**config.mk**
```make
export PLATFORM = sky130hd
export DESIGN_NAME = ram_sp_fifo_ctrl
export DESIGN_NICKNAME = d
export VERILOG_FILES = /design/src/rtl/ram_sp_fifo_pkg.sv /design/src/rtl/ram_sp_fifo_ptr.sv /design/src/rtl/ram_sp_fifo_ctrl.sv
export SDC_FILE = /design/constraint.sdc
export NUM_CORES = 1
export LEC_CHECK = 0
export CORE_ASPECT_RATIO = 0.8
export CORE_UTILIZATION = 49
export CTS_BUF_LIST = sky130_fd_sc_hd__clkbuf_8
export DETAILED_ROUTE_END_ITERATION = 12
export HOLD_SLACK_MARGIN = 0.1
export PLACE_DENSITY = 0.87
export SLEW_MARGIN = 20
export SYNTH_ARGS = -nofsm -noshare
export SYNTH_HDL_FRONTEND = slang
export SYNTH_SLANG_ARGS = --single-unit
```
**constraint.sdc**
```tcl
create_clock -name clk -period 8.7 [get_ports clk]
set_clock_uncertainty 0.2 [all_clocks]
set_input_delay 1.74 -clock clk [delete_from_list [all_inputs] [get_ports clk]]
set_output_delay 1.74 -clock clk [all_outputs]
set_load 0.01 [all_outputs]
```
**src/rtl/ram_sp_fifo_pkg.sv**
```systemverilog
// Shared defaults for the single-port-RAM FIFO controller.
// Optional level flags are enabled with the RAM_SP_FIFO_LEVEL_FLAGS_EN macro (see top).
package ram_sp_fifo_pkg;

  localparam int FIFO_DATA_W = 8;
  localparam int FIFO_ADDR_W = 4;
  localparam int FIFO_DEPTH  = 2 ** FIFO_ADDR_W;
  // count spans 0..DEPTH+1 (RAM + in-flight read + output register)
  localparam int FIFO_CNT_W  = FIFO_ADDR_W + 1;

endpackage

```
**src/rtl/ram_sp_fifo_ptr.sv**
```systemverilog
// Wrapping write/read pointer pair and RAM occupancy counter.
// inc_wr and inc_rd are never asserted together by the controller, but the
// counter holds its value if they ever are.
module ram_sp_fifo_ptr
  import ram_sp_fifo_pkg::*;
#(
  parameter int ADDR_W = FIFO_ADDR_W,
  parameter int DEPTH  = FIFO_DEPTH
) (
  input  logic              clk,
  input  logic              rst_n,
  input  logic              inc_wr,
  input  logic              inc_rd,
  output logic [ADDR_W-1:0] wr_ptr,
  output logic [ADDR_W-1:0] rd_ptr,
  output logic [ADDR_W:0]   ram_cnt,
  output logic              full
);

  localparam logic [ADDR_W:0] FULL_CNT = (ADDR_W + 1)'(DEPTH);

  // Pointers wrap naturally because DEPTH == 2**ADDR_W.
  always_ff @(posedge clk or negedge rst_n) begin
    if (!rst_n) begin
      wr_ptr <= '0;
      rd_ptr <= '0;
    end else begin
      if (inc_wr) wr_ptr <= wr_ptr + 1'b1;
      if (inc_rd) rd_ptr <= rd_ptr + 1'b1;
    end
  end

  // RAM occupancy: +1 per write, -1 per read issue.
  always_ff @(posedge clk or negedge rst_n) begin
    if (!rst_n) begin
      ram_cnt <= '0;
    end else begin
      case ({inc_wr, inc_rd})
        2'b10:   ram_cnt <= ram_cnt + 1'b1;
        2'b01:   ram_cnt <= ram_cnt - 1'b1;
        default: ram_cnt <= ram_cnt;
      endcase
    end
  end

  assign full = (ram_cnt == FULL_CNT);

endmodule

```
**src/rtl/ram_sp_fifo_ctrl.sv**
```systemverilog
// FIFO controller driving one single-port, synchronous-read RAM.
// Pushes and pops share the RAM port; a read request always wins the port.
// A one-entry output register hides the RAM read latency (DEPTH+1 words total).
// Define RAM_SP_FIFO_LEVEL_FLAGS_EN to add AF_LEVEL/AE_LEVEL and the
// almost_full/almost_empty outputs.
//
// Handshakes: a word moves on a rising edge where valid && ready are both high.
// Producers must hold data stable while valid && !ready; in_ready may depend
// combinationally on out_ready, out_valid/out_data never depend on inputs.
module ram_sp_fifo_ctrl
  import ram_sp_fifo_pkg::*;
#(
  parameter int DATA_W = FIFO_DATA_W,
  parameter int ADDR_W = FIFO_ADDR_W,
  parameter int DEPTH  = FIFO_DEPTH
`ifdef RAM_SP_FIFO_LEVEL_FLAGS_EN
  ,
  parameter int AF_LEVEL = 14,
  parameter int AE_LEVEL = 2
`endif
) (
  input  logic              clk,
  input  logic              rst_n,
  input  logic              in_valid,
  output logic              in_ready,
  input  logic [DATA_W-1:0] in_data,
  output logic              out_valid,
  input  logic              out_ready,
  output logic [DATA_W-1:0] out_data,
  output logic [ADDR_W-1:0] ram_address,
  output logic [DATA_W-1:0] ram_data_in,
  output logic              ram_write_en,
  input  logic [DATA_W-1:0] ram_data_out,
  output logic [ADDR_W:0]   count,
  output logic              empty,
  output logic              full
`ifdef RAM_SP_FIFO_LEVEL_FLAGS_EN
  ,
  output logic              almost_full,
  output logic              almost_empty
`endif
);

  logic [ADDR_W-1:0] wr_ptr;
  logic [ADDR_W-1:0] rd_ptr;
  logic [ADDR_W:0]   ram_cnt;
  logic              rd_req;
  logic              rd_pend;
  logic              push;

  // Issue a read when the RAM holds data, nothing is in flight, and the
  // output register will be free at the edge the data lands.
  assign rd_req   = (ram_cnt != '0) && !rd_pend && (!out_valid || out_ready);
  assign in_ready = !full && !rd_req;
  assign push     = in_valid && in_ready;

  // RAM port: read address takes priority; writes are blocked during reset.
  assign ram_address  = rd_req ? rd_ptr : wr_ptr;
  assign ram_write_en = push && rst_n;
  assign ram_data_in  = in_data;

  ram_sp_fifo_ptr #(
    .ADDR_W (ADDR_W),
    .DEPTH  (DEPTH)
  ) u_ptr (
    .clk     (clk),
    .rst_n   (rst_n),
    .inc_wr  (push),
    .inc_rd  (rd_req),
    .wr_ptr  (wr_ptr),
    .rd_ptr  (rd_ptr),
    .ram_cnt (ram_cnt),
    .full    (full)
  );

  // Read-in-flight flag: set the edge a read issues, cleared at capture.
  always_ff @(posedge clk or negedge rst_n) begin
    if (!rst_n) rd_pend <= 1'b0;
    else        rd_pend <= rd_req;
  end

  // Output register: capture RAM data one edge after issue, else drop on pop.
  always_ff @(posedge clk or negedge rst_n) begin
    if (!rst_n) begin
      out_valid <= 1'b0;
      out_data  <= '0;
    end else if (rd_pend) begin
      out_valid <= 1'b1;
      out_data  <= ram_data_out;
    end else if (out_valid && out_ready) begin
      out_valid <= 1'b0;
    end
  end

  assign count = ram_cnt + {{ADDR_W{1'b0}}, rd_pend} + {{ADDR_W{1'b0}}, out_valid};
  assign empty = (count == '0);

`ifdef RAM_SP_FIFO_LEVEL_FLAGS_EN
  assign almost_full  = (count >= (ADDR_W + 1)'(AF_LEVEL));
  assign almost_empty = (count <= (ADDR_W + 1)'(AE_LEVEL));
`endif

endmodule

```
After elaboration in Yosys (flattened, before gate mapping)

Cells that the tools add are included.

Add/subtract/negate cells: 6
Equal/unequal tests: 3
Mux-type cells: 4
Reduce and logical (&&, ||, !) cells: 15

Operator list:

| kind                                              | count |
|---|---|
| adder 5 x 1 -> 5 bit                              | 2 |
| one-hot mux 5 bit (2 select lines)                | 1 |
| adder 4 x 1 -> 4 bit (second input constant)      | 2 |
| logical AND 1 bit                                 | 6 |
| adder 5 x 1 -> 5 bit (second input constant)      | 1 |
| == test 5 bit (second input constant)             | 1 |
| zero test 5 bit                                   | 1 |
| nonzero test 5 bit                                | 1 |
| subtractor 5 x 1 -> 5 bit (second input constant) | 1 |
| zero test 1 bit                                   | 4 |
| 2-to-1 mux 4 bit                                  | 1 |
| nonzero test 2 bit                                | 2 |
| == test 2 x 1 -> 1 bit (second input constant)    | 1 |
| == test 2 bit (second input constant)             | 1 |
| 2-to-1 mux 1 bit                                  | 2 |
| logical OR 1 bit                                  | 1 |

Bits in registers: 23
Input port bits: 20
Output and inout port bits: 30
Logic and storage cells: 34

Depth between registers and ports, before layout

Depth in word-level cells: 8
Depth in mapped cells: 12

Hierarchy

From an unflattened synthesis, not the netlist that was laid out.

Cell total of the unflattened synthesis: 118
Area, all modules: 1361.3 um^2

By module, submodules not included:

| module           | times used | cells each | area an instance (um^2) | seq. area each (um^2) |
|---|---|---|---|---|
| ram_sp_fifo_ptr  | 1          | 66         | 740.7                   | 325.3 |
| ram_sp_fifo_ctrl | 1          | 52         | 620.6                   | 250.2 |

Worst setup path before layout

OpenSTA, ideal clock, no wires.

Path type: input-to-output
Start point: in out_ready
End point: out ram_address[0]
Arrival: 2609 ps
Slack: 4151 ps
Cell stages on the path: 3
Path buffers: 0
Path through: nor2b_1 a211oi_4 mux2_2

Cells in the longest elaborated chain, start to end: 3

RTL lines:

| what               | line                   | text |
|---|---|---|
| start: declaration | ram_sp_fifo_ctrl.sv:28 | `input logic out_ready,` |
| logical OR 1 bit   | ram_sp_fifo_ctrl.sv:53 | `assign rd_req = (ram_cnt != '0) && !rd_pend && (!out_valid \|\| out_ready);` |
| logical AND 1 bit  | ram_sp_fifo_ctrl.sv:53 |  |
| named net rd_req   | ram_sp_fifo_ctrl.sv:47 | `logic rd_req;` |
| 2-to-1 mux 4 bit   | ram_sp_fifo_ctrl.sv:58 | `assign ram_address = rd_req ? rd_ptr : wr_ptr;` |
| end: declaration   | ram_sp_fifo_ctrl.sv:30 | `output logic [ADDR_W-1:0] ram_address,` |

The timed path passes the listed nets, and every way through them passes these cells.

Final worst setup path

Start point: in out_ready
End point: out ram_address[1]

Same word-level chain as after synthesis.

==> flow_metrics.tcl <==
set metrics [dict create \
    outcome "completed" \
    r2r-start "u_ptr.ram_cnt[1]" \
    ys.flop_type "dfrtp_1" \
    fp.dieH_um 48.9 \
    place_area_um2 1640 \
    synthDistinctLibCells 32 \
    drc 0 \
    clock_latency_ps 260 \
    netlist_top_cells_area "dfrtp_1 (43%), mux2_2 (12%), ha_1 (6.5%)" \
    viasPerCell 5.07 \
    routed_wl_mm 2.56 \
    port-buffer-count 33 \
    track_usage 0.199 \
    max_cap_viol_count 0 \
    antenna_found_initial 0 \
    synth-simple-area-share 0.129 \
    ant_nets 0 \
    pin_count 50 \
    synth_top_family_by_area "multiplexers" \
    min_period_over_period 0.645 \
    setup_violations 0 \
    cts_resized 0 \
    grt_overflow_total 0 \
    place_ws_ps 2960 \
    worstHoldStart "u_ptr.rd_ptr[3]" \
    synthArstFlopShare 1.00 \
    vias 898 \
    path_clk_slew_ps 70 \
    cts_tree "built" \
    dp.cells 173 \
    fin_nets 171 \
    syn_area_per_cell_um2 11.7 \
    path_max_fanout 10 \
    ys_warn_count 0 \
    floorplan.initialDensity 0.534 \
    synth_common_cells "dfrtp_1 (23), mux2_2 (14), inv_1 (9), buf_4 (8)" \
    post-dp-hpwl_mm 1.94 \
    die_x_um 60.6 \
    cts_sinks 23 \
    diodes 0 \
    crit_arrival_ps 3670 \
    r2r_cells 11 \
    finalPower_uw 776 \
    htreeDepth 1 \
    setup-tns-final_ps 0 \
    yosysSeqAreaShare 0.428 \
    final_area_um2 1680 \
    synthAdderAreaFrac 0.0948 \
    root_buffer "clkbuf_8" \
    path_class "input port to output pin" \
    grt_first_pass_wirelength_mm 4.20 \
    period_needed_ps 5610 \
    synth_most_common_cell "dfrtp_1" \
    drt_iter0_drc 2 \
    p_leak_nw 0.721 \
    synth-seq-cells 23 \
    r2r-end "u_ptr.ram_cnt[4]" \
    setup_ws_ps 3090 \
    worst_ep_required_time_ps 6760 \
    rrSetupSlack_ps 5220 \
    startpoint_type "input port" \
    synth_xor_area_frac 0.0781 \
    synth_fp_nets 144 \
    holdPathEnd "u_ptr.rd_ptr[3]" \
    area_delta_synth_final_pct 25.1 \
    post-route-util 0.668 \
    fill_cells 187 \
    p_per_area_nw_per_um2 461 \
    synth_cells 115 \
    rsz0062_at_grt "false" \
    worstMarginPinSlew_ps 513 \
    dr.pass1.iters 3 \
    clock_path_buffers 2 \
    fp.dieArea_um2 2960 \
    whs_path_depth 1 \
    synth_top_area_frac 0.428 \
    grt_max_degree 25 \
    finalHoldViolations 0 \
    syn-cell-area_um2 1350 \
    grt_pass1_vias 918 \
    num_rows 16 \
    routedWlPerCell_um 14.5 \
    drive_gt1_frac 0.177 \
    slew_viol_final 0 \
    cts_hold_buf 0 \
    synth_edf_count 0 \
    fmax_ghz 0.178 \
    peakVddDrop_v 0.000178 \
    synth_compound_area_frac 0.0511 \
    numCtsBuffers 3 \
    postCtsSetupRepairBufs 0 \
    relSlewSlack 0.657 \
    hold-worst-slack_ps 274 \
    cp-end-kind "output pin" \
    core_area_um2 2520 \
    final_cells 177 \
    gp_congestion 0.775 \
    yosys-mux-area-fraction 0.136 \
    synth_area_leader_cell "dfrtp_1" \
    hold_class "flop to flop" \
]
## worst max path at each step
stage,start,to,slack [ps],cells past startpoint
after floorplan,out_ready,ram_address[0],4150,3
after CTS,rst_n,ram_write_en,2960,3
final,out_ready,ram_address[1],3090,5
after detailed placement,rst_n,ram_write_en,2960,3
after global placement,rst_n,ram_write_en,3020,3
after global routing,out_ready,ram_address[3],2990,5
## layer usage
metal | up-vias | wire length, µm | track usage
met3 | 8 | 105 | 0.0345
li1 | 438 | - | -
met4 | 0 | 48 | 0.0909
met2 | 24 | 1330 | 0.341
met1 | 428 | 1080 | 0.238
met5 | - | 0 | 0
## sequential cells by signal, summed over array words and instances (netlist names)
register       cells
out_data           8
u_ptr.ram_cnt      5
u_ptr.rd_ptr       4
u_ptr.wr_ptr       4
rd_pend            1
out_valid          1
## critical path: stages
cell and delay [ps]:
clkdlybuf4s50_1 490, nor2b_1 90, a211oi_4 480, mux2_2 400, clkdlybuf4s50_1 470
## kinds of logic (layout without fill, tap and decap cells)
family                   after synthesis  after routing
flip-flops                            23             23
buffers and inverters                 20             46
XOR/XNOR                              12             12
AO/OA/AOI/OAI                          9              9
multiplexers                          16             16
AND/OR/NAND/NOR                       26             26
adder cells (fa/ha/maj)                9              9
## power breakdown
part / leakage, nW / internal, mW / switching (mW)
logic: 0.425 / 0.270 / 0.212
clock network: 0.0255 / 0.0319 / 0.0312
registers: 0.271 / 0.165 / 0.0654
total: 0.721 / 0.467 / 0.308
## cell type report
| class | count | area, µm² | share of cell area |
|---|---|---|---|
| sequential | 23 | 576 | 0.342 |
| tap | 36 | 45.0 | 0.0267 |
| clock inverter | 1 | 5.00 | 0.00297 |
| inverter | 9 | 33.8 | 0.0201 |
| multi-input combinational | 72 | 658 | 0.391 |
| timing repair buffer | 33 | 325 | 0.193 |
| clock buffer | 3 | 41.3 | 0.0245 |
## cell usage in the layout, fill, tap and decap left out, types with 2 or more instances in the layout
cell,instances
dfrtp_1,23
mux2_2,14
xor2_1,7
clkbuf_8,3
o21ai_0,4
nor2b_1,2
nor2_1,3
or4_1,2
fa_1,2
nand2_1,5
clkdlybuf4s50_1,32
xnor2_1,5
nor3_1,4
ha_1,7
inv_1,9
nand4_1,2
No activity file was read; power rests on OpenSTA's default activity.
